$ cat config.mk
export PLATFORM = sky130hd
export DESIGN_NAME = video_vram_arbiter
export DESIGN_NICKNAME = d
export VERILOG_FILES = /design/src/rtl/video_vram_arbiter.sv
export SDC_FILE = /design/constraint.sdc
export NUM_CORES = 1
export LEC_CHECK = 0
export ABC_AREA = 1
export ABC_CLOCK_PERIOD_IN_PS = 1600
export CORE_ASPECT_RATIO = 1.25
export CORE_UTILIZATION = 25
export DETAILED_ROUTE_END_ITERATION = 8
export HOLD_SLACK_MARGIN = 0.05
export MAX_ROUTING_LAYER = met4
export PLACE_DENSITY = 0.61
export RECOVER_POWER = 25
export SKIP_LAST_GASP = 1
export SYNTH_ARGS = -nofsm -noshare
export SYNTH_HDL_FRONTEND = slang
export SYNTH_SLANG_ARGS = --single-unit
$ cat constraint.sdc
create_clock -name i_clock -period 1.6 [get_ports i_clock]
set_clock_uncertainty 0.2 [all_clocks]
set_input_delay 0.16 -clock i_clock [delete_from_list [all_inputs] [get_ports i_clock]]
set_output_delay 0.16 -clock i_clock [all_outputs]
set_load 0.02 [all_outputs]
$ cat src/rtl/video_vram_arbiter.sv
// Two-port VRAM arbiter: video line fetch (pb) has priority over the CPU write buffer (pa).
// Define VIDEO_VRAM_ARBITER_STARVE_GUARD_EN to force a pa grant after BURST_LIMIT pb grants.
module video_vram_arbiter #(
  parameter int unsigned BURST_LIMIT = 16
) (
  input  logic        i_clock,
  input  logic        i_reset,
  input  logic        i_pa_request,
  input  logic        i_pa_rw,
  input  logic [31:0] i_pa_address,
  input  logic [31:0] i_pa_wdata,
  output logic [31:0] o_pa_rdata,
  output logic        o_pa_ready,
  input  logic        i_pb_request,
  input  logic [31:0] i_pb_address,
  output logic [31:0] o_pb_rdata,
  output logic        o_pb_ready,
  output logic        o_mem_request,
  output logic        o_mem_rw,
  output logic [31:0] o_mem_address,
  output logic [31:0] o_mem_wdata,
  input  logic [31:0] i_mem_rdata,
  input  logic        i_mem_ready
);

  if (BURST_LIMIT < 1 || BURST_LIMIT > 255) begin : g_bad_limit
    $error("BURST_LIMIT must be within 1..255");
  end

  typedef enum logic [1:0] {IDLE, GRANT_A, GRANT_B} state_t;

  state_t      state_q = IDLE;
  state_t      state_d;
  logic [31:0] pa_rdata_q = '0;
  logic [31:0] pb_rdata_q = '0;
  logic        pa_ready;
  logic        pb_ready;
  logic        guard_force;
  logic        grant_pa;

`ifdef VIDEO_VRAM_ARBITER_STARVE_GUARD_EN
  logic [7:0] guard_q = '0;

  assign guard_force = i_pa_request && (guard_q == 8'(BURST_LIMIT));

  // Counts pb grants won against a waiting pa; only IDLE cycles make grants.
  always_ff @(posedge i_clock) begin
    if (i_reset) begin
      guard_q <= '0;
    end else if (state_q == IDLE) begin
      if (!i_pa_request || grant_pa) begin
        guard_q <= '0;
      end else if (i_pb_request) begin
        guard_q <= guard_q + 8'd1;
      end
    end
  end
`else
  assign guard_force = 1'b0;
`endif

  assign grant_pa = i_pa_request && (!i_pb_request || guard_force);

  always_comb begin
    state_d       = state_q;
    o_mem_request = 1'b0;
    o_mem_rw      = 1'b0;
    o_mem_address = '0;
    o_mem_wdata   = '0;
    pa_ready      = 1'b0;
    pb_ready      = 1'b0;
    case (state_q)
      IDLE: begin
        if (grant_pa) begin
          state_d = GRANT_A;
        end else if (i_pb_request) begin
          state_d = GRANT_B;
        end
      end
      GRANT_A: begin
        o_mem_request = i_pa_request;
        o_mem_rw      = i_pa_rw;
        o_mem_address = i_pa_address;
        o_mem_wdata   = i_pa_wdata;
        pa_ready      = i_pa_request && i_mem_ready;
        if (!i_pa_request || i_mem_ready) begin
          state_d = IDLE;
        end
      end
      GRANT_B: begin
        o_mem_request = i_pb_request;
        o_mem_address = i_pb_address;
        pb_ready      = i_pb_request && i_mem_ready;
        if (!i_pb_request || i_mem_ready) begin
          state_d = IDLE;
        end
      end
      default: state_d = IDLE;
    endcase
  end

  always_ff @(posedge i_clock) begin
    if (i_reset) begin
      state_q    <= IDLE;
      pa_rdata_q <= '0;
      pb_rdata_q <= '0;
    end else begin
      state_q <= state_d;
      if (pa_ready) begin
        pa_rdata_q <= i_mem_rdata;
      end
      if (pb_ready) begin
        pb_rdata_q <= i_mem_rdata;
      end
    end
  end

  // Read data is passed through during the owner's ready cycle, held otherwise.
  assign o_pa_ready = pa_ready;
  assign o_pb_ready = pb_ready;
  assign o_pa_rdata = pa_ready ? i_mem_rdata : pa_rdata_q;
  assign o_pb_rdata = pb_ready ? i_mem_rdata : pb_rdata_q;

endmodule

==> results.md, run 1 <==
* Status: complete, but fails checks
* Failing checks: setup timing
* Final setup vio count at roughly 190
* Fin crit period at around 2.1 ns
* Distinct cells, synth at 22
* Pwr/cell area at ~630 nW/um2
* RR Startpoint: state_q[0]
* Final number of hold-violating endpoints at 0
* CP Capture Type: primary output
* Htree depth at 3
* Max_slew headroom at 70.85%
* Class of the worst hold path: register to register
* Antenna fix cells at 0
* Critical path capture point: o_pa_rdata[1]
* Critical path origin: state_q[1]
* Slew @ Worst Pin at approximately 0.44 ns
* DIE WIDTH at around 110 um
* Filler cells at about 1200
* DP Area at 7403 um2
* TritonCTS clock tree: built
* Residual DRC at 0
* Layout cells sized above 1 at between 60 and 70%
* Crit path required time at between 1 and 1.5 ns
* Port Buf Inserts at roughly 270
* Fin Hold WS at about 0.32 ns
* CTS Root Cell: clkbuf_16
* Detailed Route WL at 17970 um
* Clock transition at the registers of the reported paths at approximately 0.060 ns
* R2R Setup Slk at -0.38 ns
* Area grow syn2layout at 153.8%
* Final Cell Area at just under 10000 um2
* Die Span Y at between 100 and 150 um
* DR vias/cell at around 4.4
* First-pass GRT wire length at between 20000 and 30000 um
* Final ANT Viol Nets at 0
* Largest net degree at the start of global routing at 29
* Die area at about 16000 um2
* Mapped Nets at ~680
* IO Pins at between 200 and 300
* Sequential area share after synthesis at approximately a third
* Setup WS post-layout at -0.5265 ns
* Worst reg2reg path depth at 12
* Number of global-route vias before repair at 4934
* Worst VDD drop at about 0.41 mV
* Detailed placement HPWL at 11340 um
* Placement row count at 50
* DR vias at roughly 5000
* Total CTS buffers at 9
* Max Root-Sink Buffers at 2
* Worst path arrival time at between 1.5 and 2 ns
* Synthesized area at about 3800 um2
* Pwr Total at approximately 6.2 mW
* Avg WL per Cell at approximately 16 um
* Final worst-path cycle share at 132.9%
* GRT Total Usage at about a fifth
* Final Net Count at between 1000 and 1500
* Mapped Cells at roughly 540
* GRT overflow at 0
* Core Footprint at approximately 15000 um2
* Crit-path max FO at 6
* FF-to-FF End: pb_rdata_q[25]
* Max-Cap Viols at 0
* Slew Viols, Final at 0
* Clk_lat worst skew at roughly 0.32 ns
* Initial DRC Count at 137
* RSZ-0062 raised after global routing: true
* Critical path type: register to primary output
* TritonRoute pass-1 iters at 4
* Final GP Congestion at between 0.8 and 0.9
* Syn Area/Cell at between 7 and 8 um2
* Achievable Freq at about 470 MHz
* Initial antenna violation count at 0
* Yosys warning count at 0
* Starting Density at 25.64%
* Seq cells post-synth at 66
* LEAKAGE at around 4.7 nW
* Clock Sinks at 66
* Critical Path Source Type: register
## metrics by stage
| step | setup TNS (ns) | instances | setup WS [ns] | utilization [%] |
|---|---|---|---|---|
| after floorplan | -2.170 | 544 | -0.06207 | - |
| after detailed placement | -92.26 | 1041 | -0.7980 | 49.31 |
| after global routing | -74.18 | 1130 | -0.5863 | 65.07 |
| final | -63.04 | 1130 | -0.5265 | 65.07 |
| after CTS | -63.52 | 1111 | -0.5473 | 56.70 |
| after global placement | -87.45 | 1041 | -0.7732 | 49.31 |
## kinds of logic (layout without fill, tap and decap cells)
kind of cell,Yosys count,count (layout),share of synthesized area [%]
AO/OA/AOI/OAI,100,100,18.13
adder cells (fa/ha/maj),3,3,0.9751
buffers and inverters,137,541,15.40
flip-flops,66,66,34.32
AND/OR/NAND/NOR,238,238,31.17
## state kept, by name, summed over array words and instances, names as in the netlist
| register | count |
|---|---|
| pa_rdata_q | 32 |
| pb_rdata_q | 32 |
| state_q | 2 |
## area by class of cell
cell class / count / area [um2] / share of cell area [%]
repair inverters: 1 / 6.256 / 0.06404
inverters: 104 / 420.4 / 4.303
multi-input cells: 341 / 3008 / 30.79
well taps: 182 / 227.7 / 2.331
clock buffers: 10 / 239.0 / 2.446
clock inverters: 6 / 90.09 / 0.9221
flip-flops and latches: 66 / 1329 / 13.60
repair buffers: 420 / 4449 / 45.54
## report_power, final
part	internal, mW	switching, mW	leakage, nW	total, mW
clock	1.41	0.739	0.159	2.15
sequential	1.70	0.0192	0.536	1.71
combinational	1.23	1.08	3.98	2.32
total	4.34	1.84	4.68	6.18
## cell usage in the layout (no fill, tap or decap), types with 15 or more instances in the layout
cell             Yosys  final
buf_6                7    147
clkdlybuf4s50_1      0    132
or2_4                0     36
nor2_2              50     52
buf_4                0     93
or2_1               58     26
nand2_1            105     65
o21ai_2             52     24
nand2_4              0     26
dfxtp_1             66     64
a21oi_4              0     31
buf_2               17     15
inv_2                9     89
o21ai_4              0     40
## cells in the mapped netlist
cell type,instances,share of area [%]
nand2_1,105,10
inv_1,93,9.1
dfxtp_1,66,34
or2_1,58,9.4
o21ai_2,52,12
nor2_2,50,8.1
a21oi_1,35,4.5
buf_2,17,2.2
nor2_1,16,1.6
inv_2,9,0.88
o21ai_1,8,1.0
buf_6,7,2.0
clkbuf_1,7,0.68
or2_2,6,0.98
o21ai_0,4,0.52
ha_1,3,0.98
buf_1,2,0.20
inv_4,2,0.32
a21o_1,1,0.20
nand3_1,1,0.13
nand3_2,1,0.26
nand3_4,1,0.46
## layer usage
layer | routed length, um | global-route usage (%)
met1 | 6974 | 23.79
met2 | 9790 | 37.49
met3 | 883 | 3.869
met4 | 318 | 5.956
met5 | 0 | -
## worst max-delay path: stages, from the launching register on
cell and delay, ns:
dfxtp_4 0.38, inv_4 0.04, ha_4 0.17, nand3_4 0.09, inv_8 0.07, buf_12 0.14
or2_2 0.28, o21ai_2 0.07, inv_1 0.06, buf_6 0.13
## worst min path at each step
stage / cells past startpoint / from / to
after floorplan: 2 / i_mem_rdata[1] / pa_rdata_q[1]
after global placement: 2 / state_q[1] / state_q[1]
after detailed placement: 2 / state_q[1] / state_q[1]
after CTS: 2 / state_q[1] / state_q[1]
after global routing: 2 / state_q[1] / state_q[1]
final: 2 / state_q[1] / state_q[1]
## what timing repair did
item / CTS / global route
pin swaps: 3 / 11
endpoints found under the setup margin: 192 / 196
resized for setup: 759 / 301
buffers inserted: 42 / 27
hold buffers: 1 / 0
cloned: 11 / 3
endpoints found under the hold margin: 3 / 0
(Power assumes the default switching activity.)
==> run 2: changes to the inputs <==
--- a/config.mk
+++ b/config.mk
@@ -8,11 +8,10 @@
 export ABC_AREA = 1
 export ABC_CLOCK_PERIOD_IN_PS = 1600
 export CORE_ASPECT_RATIO = 1.25
-export CORE_UTILIZATION = 25
+export CORE_UTILIZATION = 32
 export DETAILED_ROUTE_END_ITERATION = 8
 export HOLD_SLACK_MARGIN = 0.05
-export MAX_ROUTING_LAYER = met4
-export PLACE_DENSITY = 0.61
+export PLACE_DENSITY = 0.75
 export RECOVER_POWER = 25
 export SKIP_LAST_GASP = 1
 export SYNTH_ARGS = -nofsm -noshare
==> results.md, run 2 (synthesized netlist as in run 1, its figures left out) <==
* Status: complete, but fails checks
* Failing checks: setup timing
* Die Span Y at 124.6 um (-11%)
* Worst hold stages at 2 (unchanged)
* Min-Delay Endpoint: state_q[1]
* IO Pins at 266 (unchanged)
* Pwr Total at 5.956 mW (-3.6%)
* Antenna fix cells at 0 (unchanged)
* Final Net Count at 1072 (-0.74%)
* Port Buf Inserts at 265 (unchanged)
* Most frequent cells in the layout: clkdlybuf4s50_1, buf_6, buf_4, nand2_1, inv_2
* DIE WIDTH at 100.1 um (-11%)
* Layout cells sized above 1 at 62.02% (-4.8 points)
* Initial antenna violation count at 0 (unchanged)
* Final Cell Area at 9343 um2 (-4.4%)
* Biggest regs: pa_rdata_q x32, pb_rdata_q x32, state_q x2
* GRT Total Usage at 28.55% (+7.6 points)
* Worst path arrival time at 1.78 ns (about the same)
* Core Footprint at 11670 um2 (-22%)
* Crit path required time at 1.24 ns (about the same)
* Total CTS buffers at 9 (unchanged)
* Clock Sinks at 66 (unchanged)
* Dpl cells at 1022 (-1.8%)
* Area grow syn2layout at 142.7%
* Critical path type: register to primary output
* Setup WS post-layout at -0.5377 ns (-0.01124 ns)
* Slew @ Worst Pin at 0.3606 ns (-0.07669 ns)
* Number of global-route vias before repair at 5221 (+5.8%)
* Final GP Congestion at 0.7754 (-13%)
* Slew Viols, Final at 0 (unchanged)
* Pwr/cell area at 637.5 nW/um2 (+0.78%)
* TritonRoute pass-1 iters at 4 (unchanged)
* Critical Path Source Type: register
* Clk_lat worst skew at 0.32 ns (about the same)
* Final ANT Viol Nets at 0 (unchanged)
* Placement row count at 44 (-12%)
* RR Startpoint: state_q[1]
* Finished Layout Cells at 1101 (-2.6%)
* Worst VDD drop at 0.4837 mV (+17%)
* GRT overflow at 0 (unchanged)
* Starting Density at 32.99% (+7.3 points)
* Fin crit period at 2.138 ns (+0.01124 ns)
* Worst hold start: state_q[1]
* Max_slew headroom at 75.96% (+5.1 points)
* CP Capture Type: primary output
* First-pass GRT wire length at 27170 um (+7.8%)
* DP Area at 7347 um2 (-0.76%)
* Avg WL per Cell at 17.77 um (+12%)
* CTS Root Cell: clkbuf_16
* Crit-path max FO at 6 (unchanged)
* TritonCTS clock tree: built
* Initial DRC Count at 149 (+8.8%)
* Clock transition at the registers of the reported paths at 0.05 ns (about the same)
* Largest net degree at the start of global routing at 34 (+17%)
* Max Root-Sink Buffers at 2 (unchanged)
* Detailed placement HPWL at 11650 um (+2.7%)
* Htree depth at 3 (unchanged)
* Setup TNS Final at -64.48 ns (-1.440 ns)
* FF-to-FF End: pa_rdata_q[10]
* Most common cell after layout, fill and taps aside: clkdlybuf4s50_1
* DR vias/cell at 4.639 (+5.4%)
* Final worst-path cycle share at 133.6% (+0.70 points)
* R2R Setup Slk at -0.51 ns (-0.13 ns)
* Critical path origin: state_q[1]
* Achievable Freq at 467.8 MHz (-0.53%)
* Die area at 12480 um2 (-22%)
* Class of the worst hold path: register to register
* Detailed Route WL at 19560 um (+8.9%)
* Worst reg2reg path depth at 13 (+1)
* DR vias at 5107 (+2.7%)
* RSZ-0062 raised after global routing: true
* Residual DRC at 0 (unchanged)
* LEAKAGE at 4.626 nW (-1.0%)
* Final setup vio count at 192 (unchanged)
* Final number of hold-violating endpoints at 0 (unchanged)
* Max-Cap Viols at 0 (unchanged)
## run 2: cell count changes in the layout (fill, tap and decap cells not counted), sizes merged
cell	previous run	this run
clkbuf	13	14
bufinv	2	1
inv	105	104
clkinvlp	1	2
buf	283	274
bufbuf	0	1
## run 2: metrics by stage
stage | utilization, % | hold slack (ns) | setup WS [ns]
after floorplan | - | 0.1047 | -0.06207
after global placement | 62.95 | 0.2691 | -0.8462
after detailed placement | 62.95 | 0.3164 | -0.8827
after CTS | 74.64 | 0.3511 | -0.5225
after global routing | 80.05 | 0.3674 | -0.5837
final | 80.05 | 0.3403 | -0.5377
## run 2: worst max path at each step
stage	endpoint	slack, ns
6_report	o_pa_rdata[11]	-0.54
5_1_grt	o_pa_rdata[11]	-0.58
4_1_cts	o_pa_rdata[0]	-0.52
3_5_place_dp	o_pa_rdata[0]	-0.88
3_3_place_gp	o_pa_rdata[0]	-0.85
2_1_floorplan	o_mem_address[21]	-0.06
## run 2: critical path: stages (launching register included)
cell and delay, ns:
dfxtp_4 0.38, inv_4 0.05, ha_4 0.18, nand3_4 0.10
inv_8 0.07, buf_12 0.14, or2_4 0.24, o21ai_4 0.08
inv_2 0.05, buf_4 0.15
## run 2: area by class of cell
cell class	count	area, um2
inverters	104	422.9
flip-flops and latches	66	1329
well taps	161	201.4
fillers	712	2328
clock buffers	10	229.0
multi-input cells	341	2892
repair buffers	413	4202
clock inverters	6	67.56
## run 2: power by group
| part | switching [mW] | total (mW) | leakage, nW | internal [mW] |
|---|---|---|---|---|
| registers | 0.0201 | 1.72 | 0.536 | 1.70 |
| clock network | 0.724 | 1.93 | 0.139 | 1.21 |
| logic | 1.09 | 2.31 | 3.95 | 1.21 |
## run 2: layer usage
layer  share of wire (%)  track usage [%]
met5                   0                0
met4                 3.1            12.96
met3                 7.7            9.035
met2                  55            52.86
met1                  34            28.50
## run 2: what timing repair did
action                                  4_1_cts  5_1_grt
gates cloned                                 10        4
setup buffers                                45       20
hold buffers                                  1        0
gates resized for setup                     739      130
endpoints found under the setup margin      193      192
endpoints found under the hold margin        16        0
pin swaps                                    26       40
==> run 3: changes to the inputs <==
--- a/config.mk
+++ b/config.mk
@@ -5,10 +5,10 @@
 export SDC_FILE = /design/constraint.sdc
 export NUM_CORES = 1
 export LEC_CHECK = 0
-export ABC_AREA = 1
+export ABC_AREA = 0
 export ABC_CLOCK_PERIOD_IN_PS = 1600
 export CORE_ASPECT_RATIO = 1.25
-export CORE_UTILIZATION = 32
+export CORE_UTILIZATION = 31
 export DETAILED_ROUTE_END_ITERATION = 8
 export HOLD_SLACK_MARGIN = 0.05
 export PLACE_DENSITY = 0.75
@@ -17,3 +17,4 @@
 export SYNTH_ARGS = -nofsm -noshare
 export SYNTH_HDL_FRONTEND = slang
 export SYNTH_SLANG_ARGS = --single-unit
+export TNS_END_PERCENT = 100
==> results.md, run 3 <==
* Class of the worst hold path: input pin to register
* Finished Layout Cells at 784 (-29%)
* Critical Path Source Type: register
* FF-to-FF End: pb_rdata_q[14]
* Largest net degree at the start of global routing at 37 (+8.8%)
* Mapped Cells at 341 (-37%)
* Htree depth at 3 (unchanged)
* Critical Path Max Stage Delay at 0.36 ns (-0.02 ns)
* Top post-synthesis cells by area: dfxtp_1, mux2_4, and2_1, nor2b_1, a22oi_1
* Max-Cap Viols at 0 (unchanged)
* RSZ-0062 raised after global routing: true
* Final GP Congestion at 0.8527 (+10%)
* Worst reg2reg path depth at 8 (-5)
* CP cell instances: inv_4 > ha_4 > nand3_4 > buf_12 > buf_12 > mux2_4 > buf_6
* Yosys warning count at 0 (unchanged)
* Yosys top cell area share at 36.51% (+2.2 points)
* Area of the multi-input gates at 2537 um2 (-12%)
* Final Net Count at 781 (-27%)
* Starting Density at 32.18% (-0.81 points)
* DR vias at 3770 (-26%)
* Placement row count at 43 (-2.3%)
* GRT overflow at 0 (unchanged)
* Worst path arrival time at 1.79 ns (about the same)
* Worst hold start: i_mem_ready
* Total CTS buffers at 9 (unchanged)
* Fin util at 69.71% (-10 points)
* Clk_lat worst skew at 0.32 ns (about the same)
* Biggest regs: pa_rdata_q x32, pb_rdata_q x32, state_q x2
* Status: complete, but fails checks
* Placement-stage worst setup slack at -0.8069 ns (+0.07578 ns)
* Async SR Flop Fraction at 0% (unchanged)
* Crit-path most repeated cell: buf_12
* Detailed placement HPWL at 11110 um (-4.6%)
* Min-Delay Endpoint: state_q[0]
* R2R Setup Slk at -0.27 ns (+0.24 ns)
* Mapped Nets at 478 (-30%)
* Most common cell after layout, fill and taps aside: clkdlybuf4s50_1
* Slew @ Worst Pin at 0.3816 ns (+0.02103 ns)
* Fin crit period at 2.148 ns (+0.009790 ns)
* Pwr/cell area at 692.4 nW/um2 (+8.6%)
* Final Cell Area at 7839 um2 (-16%)
* DR vias/cell at 4.809 (+3.7%)
* Failing checks: setup timing
* Max_slew headroom at 74.56% (-1.4 points)
* Layout cells sized above 1 at 59.78% (-2.2 points)
* Setup TNS Final at -67.71 ns (-3.237 ns)
* Antenna fix cells at 0 (unchanged)
* Dpl cells at 732 (-28%)
* CTS Root Cell: clkbuf_16
* Residual DRC at 0 (unchanged)
* Crit path required time at 1.24 ns (about the same)
* Synthesized area at 3618 um2 (-6.0%)
* Die Span Y at 122.8 um (-1.5%)
* Critical path type: register to primary output
* Synth top cells by count: and2_1, dfxtp_1, mux2_4, nor2b_1, a22oi_1
* Fin Hold WS at 0.2938 ns (-0.04654 ns)
* Yosys top cell by area: dfxtp_1
* TritonCTS clock tree: built
* Filler cells at 828 (+16%)
* Worst hold stages at 3 (+1)
* Sequential area share after synthesis at 36.51% (+2.2 points)
* Pwr Total at 5.428 mW (-8.9%)
* Final worst-path cycle share at 134.2% (+0.61 points)
* Avg WL per Cell at 20.15 um (+13%)
* Die area at 12110 um2 (-2.9%)
* Core Footprint at 11240 um2 (-3.7%)
* TritonRoute pass-1 iters at 5 (+1)
* Max Root-Sink Buffers at 2 (unchanged)
* Initial antenna violation count at 0 (unchanged)
* Detailed Route WL at 15800 um (-19%)
* Achievable Freq at 465.7 MHz (-0.46%)
* Setup WS post-layout at -0.5475 ns (-0.009790 ns)
* DP Area at 6636 um2 (-9.7%)
* Reg area at 1326 um2 (-0.19%)
* Port Buf Inserts at 265 (unchanged)
* Ys flop type: dfxtp_1
* Clock Sinks at 66 (unchanged)
* IO Pins at 266 (unchanged)
* CP Capture Type: primary output
* Area grow syn2layout at 116.6%
* LEAKAGE at 3.535 nW (-24%)
* Final setup vio count at 198 (+3.1%)
* Number of global-route vias before repair at 4029 (-23%)
* CP max-delay cell: dfxtp_4
* Distinct cells, synth at 22 (unchanged)
* Initial DRC Count at 114 (-23%)
* RR Startpoint: state_q[0]
* Clock transition at the registers of the reported paths at 0.05 ns (about the same)
* CTS Hold Buffers Added at 0 (-1)
* Final ANT Viol Nets at 0 (unchanged)
* DIE WIDTH at 98.64 um (-1.5%)
* Most frequent cells in the layout: clkdlybuf4s50_1, buf_6, and2_4, mux2_4, dfxtp_1
* GRT Total Usage at 25.78% (-2.8 points)
* Worst VDD drop at 0.8035 mV (+66%)
* Post-synth EDFFs at 0 (unchanged)
* Syn Area/Cell at 10.61 um2 (+50%)
* Slew Viols, Final at 0 (unchanged)
* First-pass GRT wire length at 23150 um (-15%)
* Seq cells post-synth at 66 (unchanged)
* Crit-path max FO at 8 (+2)
* Count leader, synth: and2_1
* Final number of hold-violating endpoints at 0 (unchanged)
run 3: changes by cell type in the layout (fill, tap and decap cells not counted), sizes merged, moves of 64 or more:
cell	change
nand2	-104
buf	-99
inv	-98
and2	+76
nor2	-66
mux2	+64
or2	-64
run 3: worst max-delay path by stage:
stage	from	to	slack, ns	cells after the start
finish	state_q[1]	o_pa_rdata[23]	-0.55	7
global placement	i_mem_ready	o_pa_rdata[20]	-0.77	5
floorplan	state_q[1]	pa_rdata_q[11]	-0.14	7
CTS	state_q[0]	o_mem_address[30]	-0.57	6
detailed placement	i_mem_ready	o_pb_rdata[18]	-0.81	5
global route	state_q[1]	o_pa_rdata[4]	-0.60	7
run 3: logic make-up (layout without fill, tap and decap cells):
family | Yosys count | in the layout | synth area share (%)
AOI/OAI and AO/OA | 39 | 39 | 7.918
DFF | 66 | 66 | 36.51
muxes | 64 | 64 | 25.52
buffers and inverters | 32 | 340 | 4.633
adders and majority gates | 3 | 3 | 1.037
and+or+nand+nor | 137 | 137 | 24.38
run 3: report_power, final:
group / switching (mW) / internal, mW
clock: 0.736 / 1.30
combinational: 0.694 / 1.00
sequential: 0.0168 / 1.68
run 3: timing repair:
item,4_1_cts,5_1_grt
buffers inserted,22,11
cloned,11,0
gates resized for setup,708,58
pin swaps,9,1
endpoints found under the setup margin,198,198
run 3: layout make-up:
class / count / area share (%)
timing repair buffer: 319 / 44.26
multi-input combinational: 243 / 32.37
sequential: 66 / 16.92
clock buffer: 11 / 3.224
tap: 135 / 2.155
clock inverter: 5 / 0.7662
inverter: 5 / 0.3033
run 3: routing by layer:
| metal | track usage [%] | routed length (um) | vias up |
|---|---|---|---|
| met5 | 0 | 0 | - |
| met4 | 13.53 | 629 | 0 |
| met3 | 9.681 | 1403 | 28 |
| met2 | 47.54 | 8235 | 186 |
| met1 | 25.08 | 5529 | 1796 |
| li1 | - | - | 1760 |
run 3: worst max-delay path, delay by kind of cell (launching register included):
| family | cells | cell delay, ns |
|---|---|---|
| buf+inv | 4 | 0.51 |
| flops | 1 | 0.36 |
| simple gates | 1 | 0.11 |
| fa+ha+maj | 1 | 0.17 |
| mux | 1 | 0.31 |
